`src/rtl/dht11_poll_ctrl.sv`:
```
// dht11_poll_ctrl: sequences a DHT11 reader. One read per sample period,
// each attempt bounded by a timeout, failed attempts retried after a gap,
// fault raised after MAX_RETRY consecutive failures. Valid readings are
// latched, strobed and compared against temperature limits.
//
// Ports:
//   clk, rst_n     : clock, async active-low reset
//   run            : level, 1 = poll continuously
//   sensor_en      : reader enable (high exactly while reading)
//   sensor_ready   : reader data_ready pulse
//   sensor_hum/temp: reader data
//   humidity/temperature : last valid reading
//   valid          : 1-cycle strobe on update
//   alarm_hi/lo    : last temperature above TEMP_HI / below TEMP_LO
//   fault          : MAX_RETRY consecutive failed attempts
//   err_count      : total failed attempts, saturating
module dht11_poll_ctrl #(
  parameter int unsigned SAMPLE_PERIOD = 20_000_000,
  parameter int unsigned READ_TIMEOUT  = 300_000,
  parameter int unsigned RETRY_GAP     = 10_000_000,
  parameter int unsigned MAX_RETRY     = 3,
  parameter int unsigned TEMP_HI       = 8,
  parameter int unsigned TEMP_LO       = 2
) (
  input  logic       clk,
  input  logic       rst_n,
  input  logic       run,
  output logic       sensor_en,
  input  logic       sensor_ready,
  input  logic [7:0] sensor_hum,
  input  logic [7:0] sensor_temp,
  output logic [7:0] humidity,
  output logic [7:0] temperature,
  output logic       valid,
  output logic       alarm_hi,
  output logic       alarm_lo,
  output logic       fault,
  output logic [7:0] err_count
);

  localparam int unsigned TMR_W = 32;
  localparam int unsigned RTY_W = 4;

  typedef enum logic [1:0] {
    ST_IDLE,
    ST_READ,
    ST_GAP,
    ST_WAIT
  } state_t;

  state_t             state_q, state_d;
  logic [TMR_W-1:0]   timer_q, timer_d;
  logic [RTY_W-1:0]   retry_q, retry_d, retry_inc;
  logic               sensor_en_d;
  logic [7:0]         humidity_d, temperature_d, err_count_d;
  logic               valid_d, alarm_hi_d, alarm_lo_d, fault_d;

  // Next-state, timer, counters and registered output values.
  always_comb begin
    state_d       = state_q;
    timer_d       = timer_q + TMR_W'(1);
    retry_d       = retry_q;
    retry_inc     = retry_q + RTY_W'(1);
    humidity_d    = humidity;
    temperature_d = temperature;
    valid_d       = 1'b0;
    alarm_hi_d    = alarm_hi;
    alarm_lo_d    = alarm_lo;
    fault_d       = fault;
    err_count_d   = err_count;

    case (state_q)
      ST_IDLE: begin
        if (run) state_d = ST_READ;
      end
      ST_READ: begin
        // A ready pulse wins over a coincident timeout or run drop.
        if (sensor_ready) begin
          humidity_d    = sensor_hum;
          temperature_d = sensor_temp;
          valid_d       = 1'b1;
          alarm_hi_d    = (sensor_temp > 8'(TEMP_HI));
          alarm_lo_d    = (sensor_temp < 8'(TEMP_LO));
          retry_d       = '0;
          fault_d       = 1'b0;
          state_d       = ST_WAIT;
        end else if (run && (timer_q == TMR_W'(READ_TIMEOUT - 1))) begin
          if (err_count != 8'hFF) err_count_d = err_count + 8'd1;
          if (retry_inc == RTY_W'(MAX_RETRY)) begin
            fault_d = 1'b1;
            retry_d = '0;
            state_d = ST_WAIT;
          end else begin
            retry_d = retry_inc;
            state_d = ST_GAP;
          end
        end
      end
      ST_GAP: begin
        if (timer_q == TMR_W'(RETRY_GAP - 1)) state_d = ST_READ;
      end
      ST_WAIT: begin
        if (timer_q == TMR_W'(SAMPLE_PERIOD - 1)) state_d = ST_READ;
      end
      default: state_d = ST_IDLE;
    endcase

    if (!run) state_d = ST_IDLE;
    if ((state_d != state_q) || (state_q == ST_IDLE)) timer_d = '0;

    sensor_en_d = (state_d == ST_READ);
  end

  // State and output registers.
  always_ff @(posedge clk or negedge rst_n) begin
    if (!rst_n) begin
      state_q     <= ST_IDLE;
      timer_q     <= '0;
      retry_q     <= '0;
      sensor_en   <= 1'b0;
      humidity    <= '0;
      temperature <= '0;
      valid       <= 1'b0;
      alarm_hi    <= 1'b0;
      alarm_lo    <= 1'b0;
      fault       <= 1'b0;
      err_count   <= '0;
    end else begin
      state_q     <= state_d;
      timer_q     <= timer_d;
      retry_q     <= retry_d;
      sensor_en   <= sensor_en_d;
      humidity    <= humidity_d;
      temperature <= temperature_d;
      valid       <= valid_d;
      alarm_hi    <= alarm_hi_d;
      alarm_lo    <= alarm_lo_d;
      fault       <= fault_d;
      err_count   <= err_count_d;
    end
  end

endmodule

```
`config.mk`:
```
export PLATFORM = sky130hd
export DESIGN_NAME = dht11_poll_ctrl
export DESIGN_NICKNAME = d
export VERILOG_FILES = /design/src/rtl/dht11_poll_ctrl.sv
export SDC_FILE = /design/constraint.sdc
export NUM_CORES = 1
export LEC_CHECK = 0
export ABC_AREA = 1
export BUFFER_PORTS_ARGS = -buffer_cell sky130_fd_sc_hd__buf_4
export CAP_MARGIN = 20
export CORE_AREA = 3 3 83 85
export CTS_BUF_LIST = sky130_fd_sc_hd__clkbuf_4 sky130_fd_sc_hd__clkbuf_8 sky130_fd_sc_hd__clkbuf_16
export CTS_CLUSTER_DIAMETER = 100
export DETAILED_ROUTE_END_ITERATION = 10
export DIE_AREA = 0 0 86 88
export PLACE_DENSITY_LB_ADDON = 0.05
export RECOVER_POWER = 50
export REMOVE_ABC_BUFFERS = 1
export SLEW_MARGIN = 20
export SYNTH_ARGS = -nofsm -noshare
export SYNTH_HDL_FRONTEND = slang
export SYNTH_SLANG_ARGS = --single-unit
export TNS_END_PERCENT = 10
```
`constraint.sdc`:
```
create_clock -name clk -period 2.55 [get_ports clk]
set_clock_uncertainty 0.2 [all_clocks]
set_input_delay 0.51 -clock clk [delete_from_list [all_inputs] [get_ports clk]]
set_output_delay 0.51 -clock clk [all_outputs]
set_load 0.02 [all_outputs]
```
# Word-level counts from Yosys, hierarchy flattened
# Cells that the tools add are included.
dict set report classes {
  n_addsub 3
  n_lt_le_gt_ge 2
  eq_ne 10
  mux 16
  bitwise_logic 1
  n_reduce_logical 9
}
# operator count
set op_table {}
lappend op_table {{$add 32x1->32 const B} 1}
lappend op_table {{$eq 32x19->1 const B} 1}
lappend op_table {{$eq 32x24->1 const B} 1}
lappend op_table {{$eq 32x25->1 const B} 1}
lappend op_table {{$mux 32} 1}
lappend op_table {{$mux 4} 3}
lappend op_table {{$mux 2} 5}
lappend op_table {{$add 8x1->8 const B} 1}
lappend op_table {{$gt 8x4->1 const B} 1}
lappend op_table {{$lt 8x2->1 const B} 1}
lappend op_table {{$ne 8x8->1 const B} 1}
lappend op_table {{$pmux 2 s4} 1}
lappend op_table {{$mux 1} 6}
lappend op_table {{$add 4x1->4 const B} 1}
lappend op_table {{$eq 2x1->1 const B} 2}
lappend op_table {{$eq 2x2->1 const B} 2}
lappend op_table {{$eq 4x2->1 const B} 1}
lappend op_table {{$reduce_and 2->1} 2}
lappend op_table {{$reduce_and 4->1} 1}
lappend op_table {{$reduce_bool 2->1} 2}
lappend op_table {{$reduce_and 3->1} 1}
lappend op_table {{$logic_not 2->1} 1}
lappend op_table {{$ne 2x2->1} 1}
lappend op_table {{$logic_and 1x1->1} 1}
lappend op_table {{other kinds (2)} 2}
dict set report word_totals {
  regBits 67
  input_bits 20
  output_inout_bits 29
  wordCells 52
}

# Depth between registers and ports, before layout
dict set report depth {
  word_depth 10
  mapped_depth 13
}

# Least setup slack after synthesis
# Ideal clock, no wire load.
dict set report synth_path {
  path_kind {register to register}
  startpoint {register timer_q[0]}
  endpoint {register err_count[7]}
  setup_ns 0.117
  arrival_ns 1.645
  required_ns 2.233
  slack_ns 0.588
  stages_incl_launch_ff 13
  synth_period_minus_slack_ns 1.962
  path_cell_list {dfrtp_1 -> ha_1 -> nand2_1 -> nor2_4 -> nand2_1 -> nor2_2 -> nand3_2 -> nor2_2 -> nand2_2 -> nor3_4 -> nand2_1 -> nand2_1 -> nand2_1}
}
dict set report synth_between {
  elab_chain_len 3
}
# item line
set synth_rtl {}
lappend synth_rtl {{from (decl)} 52} ;# logic [TMR_W-1:0] timer_q, timer_d;
lappend synth_rtl {{from (signal assigned)} 130} ;# timer_q <= timer_d;
lappend synth_rtl {{$eq 32x19->1} 87} ;# end else if (run && (timer_q == TMR_W'(READ_TIMEOUT - 1))) begin
lappend synth_rtl {{$logic_and 1x1->1} 87}
lappend synth_rtl {{$reduce_and 4->1 (no line)} -}
lappend synth_rtl {{to (signal assigned)} 139} ;# err_count <= err_count_d;
lappend synth_rtl {{to (decl)} 38} ;# output logic [7:0] err_count
# Every way passes these cells.
# A chain may end at the register's enable or synchronous reset.

# Worst setup path in the final report
dict set report layout_path {
  startpoint {register timer_q[0]}
  endpoint {register timer_q[29]}
}
dict set report layout_between {
  elab_chain_len 9
  elab_cells_between_ends 14
  cone_classes {1 x add/sub; 4 x eq/ne; 7 x mux; 2 x reduce/logical}
}
# item line
set layout_rtl {}
lappend layout_rtl {{$eq 32x19->1} 87}
lappend layout_rtl {{$logic_and 1x1->1} 87}
lappend layout_rtl {{$mux 2} 87}
lappend layout_rtl {{$mux 2} 78} ;# if (sensor_ready) begin
lappend layout_rtl {{$pmux 2 s4} 72} ;# case (state_q)
lappend layout_rtl {{$mux 2} 108} ;# if (!run) state_d = ST_IDLE;
lappend layout_rtl {{$ne 2x2->1} 109} ;# if ((state_d != state_q) || (state_q == ST_IDLE)) timer_d = '0;
lappend layout_rtl {{$logic_or 1x1->1} 109}
lappend layout_rtl {{$mux 32 (*)} 109}
lappend layout_rtl {{named net timer_d[29]} 52}
# Mark *: on every way through the listed nets, which the timed path passes. The rest lies on a longest branch.

==> flow_summary.json <==
{
  "htreeDepth": 3,
  "max-slew-margin-rel": -0.06337,
  "yosysWarnings": 0,
  "dp_slack_ns": 0.2541,
  "synth_edf_count": 0,
  "clock_tree.buffer_depth": 2,
  "final_hold_viol_count": 0,
  "core_sq_um": 6277,
  "post-cts-setup-buffer-count": 0,
  "drtIter0Drc": 177,
  "holdWs_ns": 0.1469,
  "hold_start": "sensor_temp[1]",
  "antenna_found_initial": 0,
  "power.density_nw_per_um2": 565.8,
  "yosys.area.top_type_share": 0.4720,
  "io_pins": 49,
  "drv_slew": 68,
  "grt_pass1_wl_um": 12230,
  "rows": 29,
  "wl_per_cell_um": 12.62,
  "status": "complete, but fails checks",
  "fp.dieArea_sq_um": 7568,
  "netlist_instances": 443,
  "ant_nets": 0,
  "clkTransAtPathRegs_ns": 0.08,
  "timing.rr.start": "timer_q[0]",
  "die_h_um": 88,
  "synthesis.area_sq_um": 3552,
  "ir_drop_uv": 380.0,
  "dp_cells": 563,
  "ys.flop_type": "dfrtp_1",
  "io_buffer_count": 48,
  "cts_buffers": 9,
  "yosysTopAreaCell": "dfrtp_1",
  "fin_crit_sh": 0.8958,
  "finalWorstSetupSlack_ns": 0.2656,
  "area_growth_pct": 16.24,
  "grt_max_degree": 68,
  "cp-start-kind": "register",
  "die_w_um": 86,
  "wirelength_um": 7305,
  "synth_top_cells_by_area": "dfrtp_1, nand2_1, nor2_1",
  "yosysUniqueCellTypes": 34,
  "violations": "capacitance limit, slew limit",
  "cts_hold_buf": 0,
  "critPathLaunch": "timer_q[0]",
  "crit_path_end_kind": "register",
  "initial_core_util": 0.5659,
  "drive_above_1_share": 0.1574,
  "hp-class": "in -> reg",
  "tns_ns": 0,
  "worst-path-max-fanout": 32,
  "diodes": 0,
  "setup_viol": 0,
  "synth_most_common_cell": "nand2_1",
  "clock_sinks": 67,
  "grt_pass1_vias": 2683,
  "via_per_inst": 5.012,
  "path_class": "reg -> reg",
  "syn_avg_cell_area_sq_um": 8.018,
  "cp.required_ns": 2.56,
  "worstMarginPinSlew_ns": 1.595,
  "fin_nets": 521,
  "insertion_delay_ns": 0.34,
  "synth-seq-cells": 67,
  "grt-ovfl-total": 0,
  "timing.fmax_ghz": 0.4378,
  "rsz0062_at_grt": "true",
  "ys_seq_area_frac": 0.4720,
  "first_pass_iters": 4,
  "yosys-top-cells-count": "nand2_1, nor2_1, dfrtp_1",
  "fin_cells": 579,
  "gp_congestion": 0.9262,
  "grt_util_all_layers": 0.2046,
  "fin_crit_ns": 2.284,
  "finalPower_mw": 2.336,
  "drt_drc_violations_left": 0,
  "num_vias": 2902,
  "cts_tree": "yes",
  "max_cap_violations": 1,
  "root_buffer": "clkbuf_8",
  "async_reset_ff_frac": 1.000,
  "place_hpwl_um": 5454,
  "worstPathArrival_ns": 2.30,
  "p_leak_nw": 1.970,
  "ctsResizeCount": 0
}
-- through the flow --
stage / util / instance area [sq um]
floorplan: - / 3498
detailed placement: 0.6336 / 3978
finish: 0.6578 / 4129
CTS: 0.6659 / 4180
global route: 0.6578 / 4129
global placement: 0.6336 / 3978
-- state kept, by name (all words and copies together), names as in the netlist --
signal       flops
timer_q         32
sensor_en        1
retry_q          4
alarm_hi         1
err_count        8
valid            1
state_q          2
temperature      8
fault            1
humidity         8
alarm_lo         1
-- critical path: stages (launching register included) --
cell and delay, ns:
dfrtp_1 0.37, ha_1 0.18, nand2_1 0.10, nor2_4 0.16, nand4_1 0.16, nor2_1 0.16, nand2_1 0.09, nand2_1 0.09
nand2_1 0.07, o21ai_2 0.15, nand2_2 0.08, nand3_4 0.27, nor2_1 0.08
-- power by group --
group / total [mW] / switching, mW / internal, mW / leakage, nW
clock network: 0.884 / 0.409 / 0.476 / 0.0905
logic: 0.297 / 0.199 / 0.0979 / 0.990
registers: 1.16 / 0.0340 / 1.12 / 0.890
-- layout by cell type, fill, tap and decap left out, drive strengths merged --
master / synthesis / layout
or2: 1 / 1
nor2: 94 / 94
dfrtp: 67 / 67
bufinv: 0 / 1
clkinvlp: 0 / 4
nand4: 12 / 12
clkinv: 0 / 1
xnor2: 6 / 6
o21ai: 12 / 12
o41ai: 1 / 1
o22a: 1 / 1
xor2: 29 / 29
a21oi: 1 / 1
o31ai: 1 / 1
buf: 4 / 37
nand3: 27 / 27
inv: 52 / 52
mux2i: 1 / 1
and3: 1 / 1
ha: 4 / 4
clkbuf: 4 / 24
nand3b: 1 / 1
nand2: 107 / 107
a31oi: 2 / 2
nor4: 3 / 3
nor2b: 1 / 1
nor3: 11 / 11
-- layer usage --
layer / track usage / part of all wire / up-vias
li1: - / - / 1494
met1: 0.2903 / 0.49 / 1323
met2: 0.3111 / 0.44 / 77
met3: 0.02916 / 0.055 / 8
met4: 0.09353 / 0.015 / 0
met5: 0 / 0 / -
-- final cells by class --
class / instances / area (sq um)
multi-input combinational: 316 / 1627
tap: 77 / 96.34
sequential: 67 / 1677
fill: 576 / 2148
clock inverter: 6 / 65.06
inverter: 52 / 195.2
timing repair buffer: 51 / 331.6
clock buffer: 10 / 137.6
-- path summary, 6_finish.rpt --
kind,endpoint,slack (ns),cells after the start
max in group asynchronous,timer_q[2],0.83,1
worst max-delay path,timer_q[29],0.27,12
worst min-delay path,alarm_lo,0.15,2
worst max register to register,timer_q[29],0.27,12
min in group asynchronous,fault,0.37,1
worst min register to register,timer_q[0],0.26,1
-- logic make-up (layout without fill, tap and decap cells) --
logic type / after synthesis / in the layout / synth area share
xor gates and xnor gates: 35 / 35 / 0.08630
buffers and inverters: 60 / 119 / 0.07009
and+or+nand+nor: 258 / 258 / 0.3248
DFF: 67 / 67 / 0.4720
muxes: 1 / 1 / 0.002818
adders and majority gates: 4 / 4 / 0.01409
AOI/OAI and AO/OA: 18 / 18 / 0.02994
Note: power is estimated with default switching activity, not from simulation.
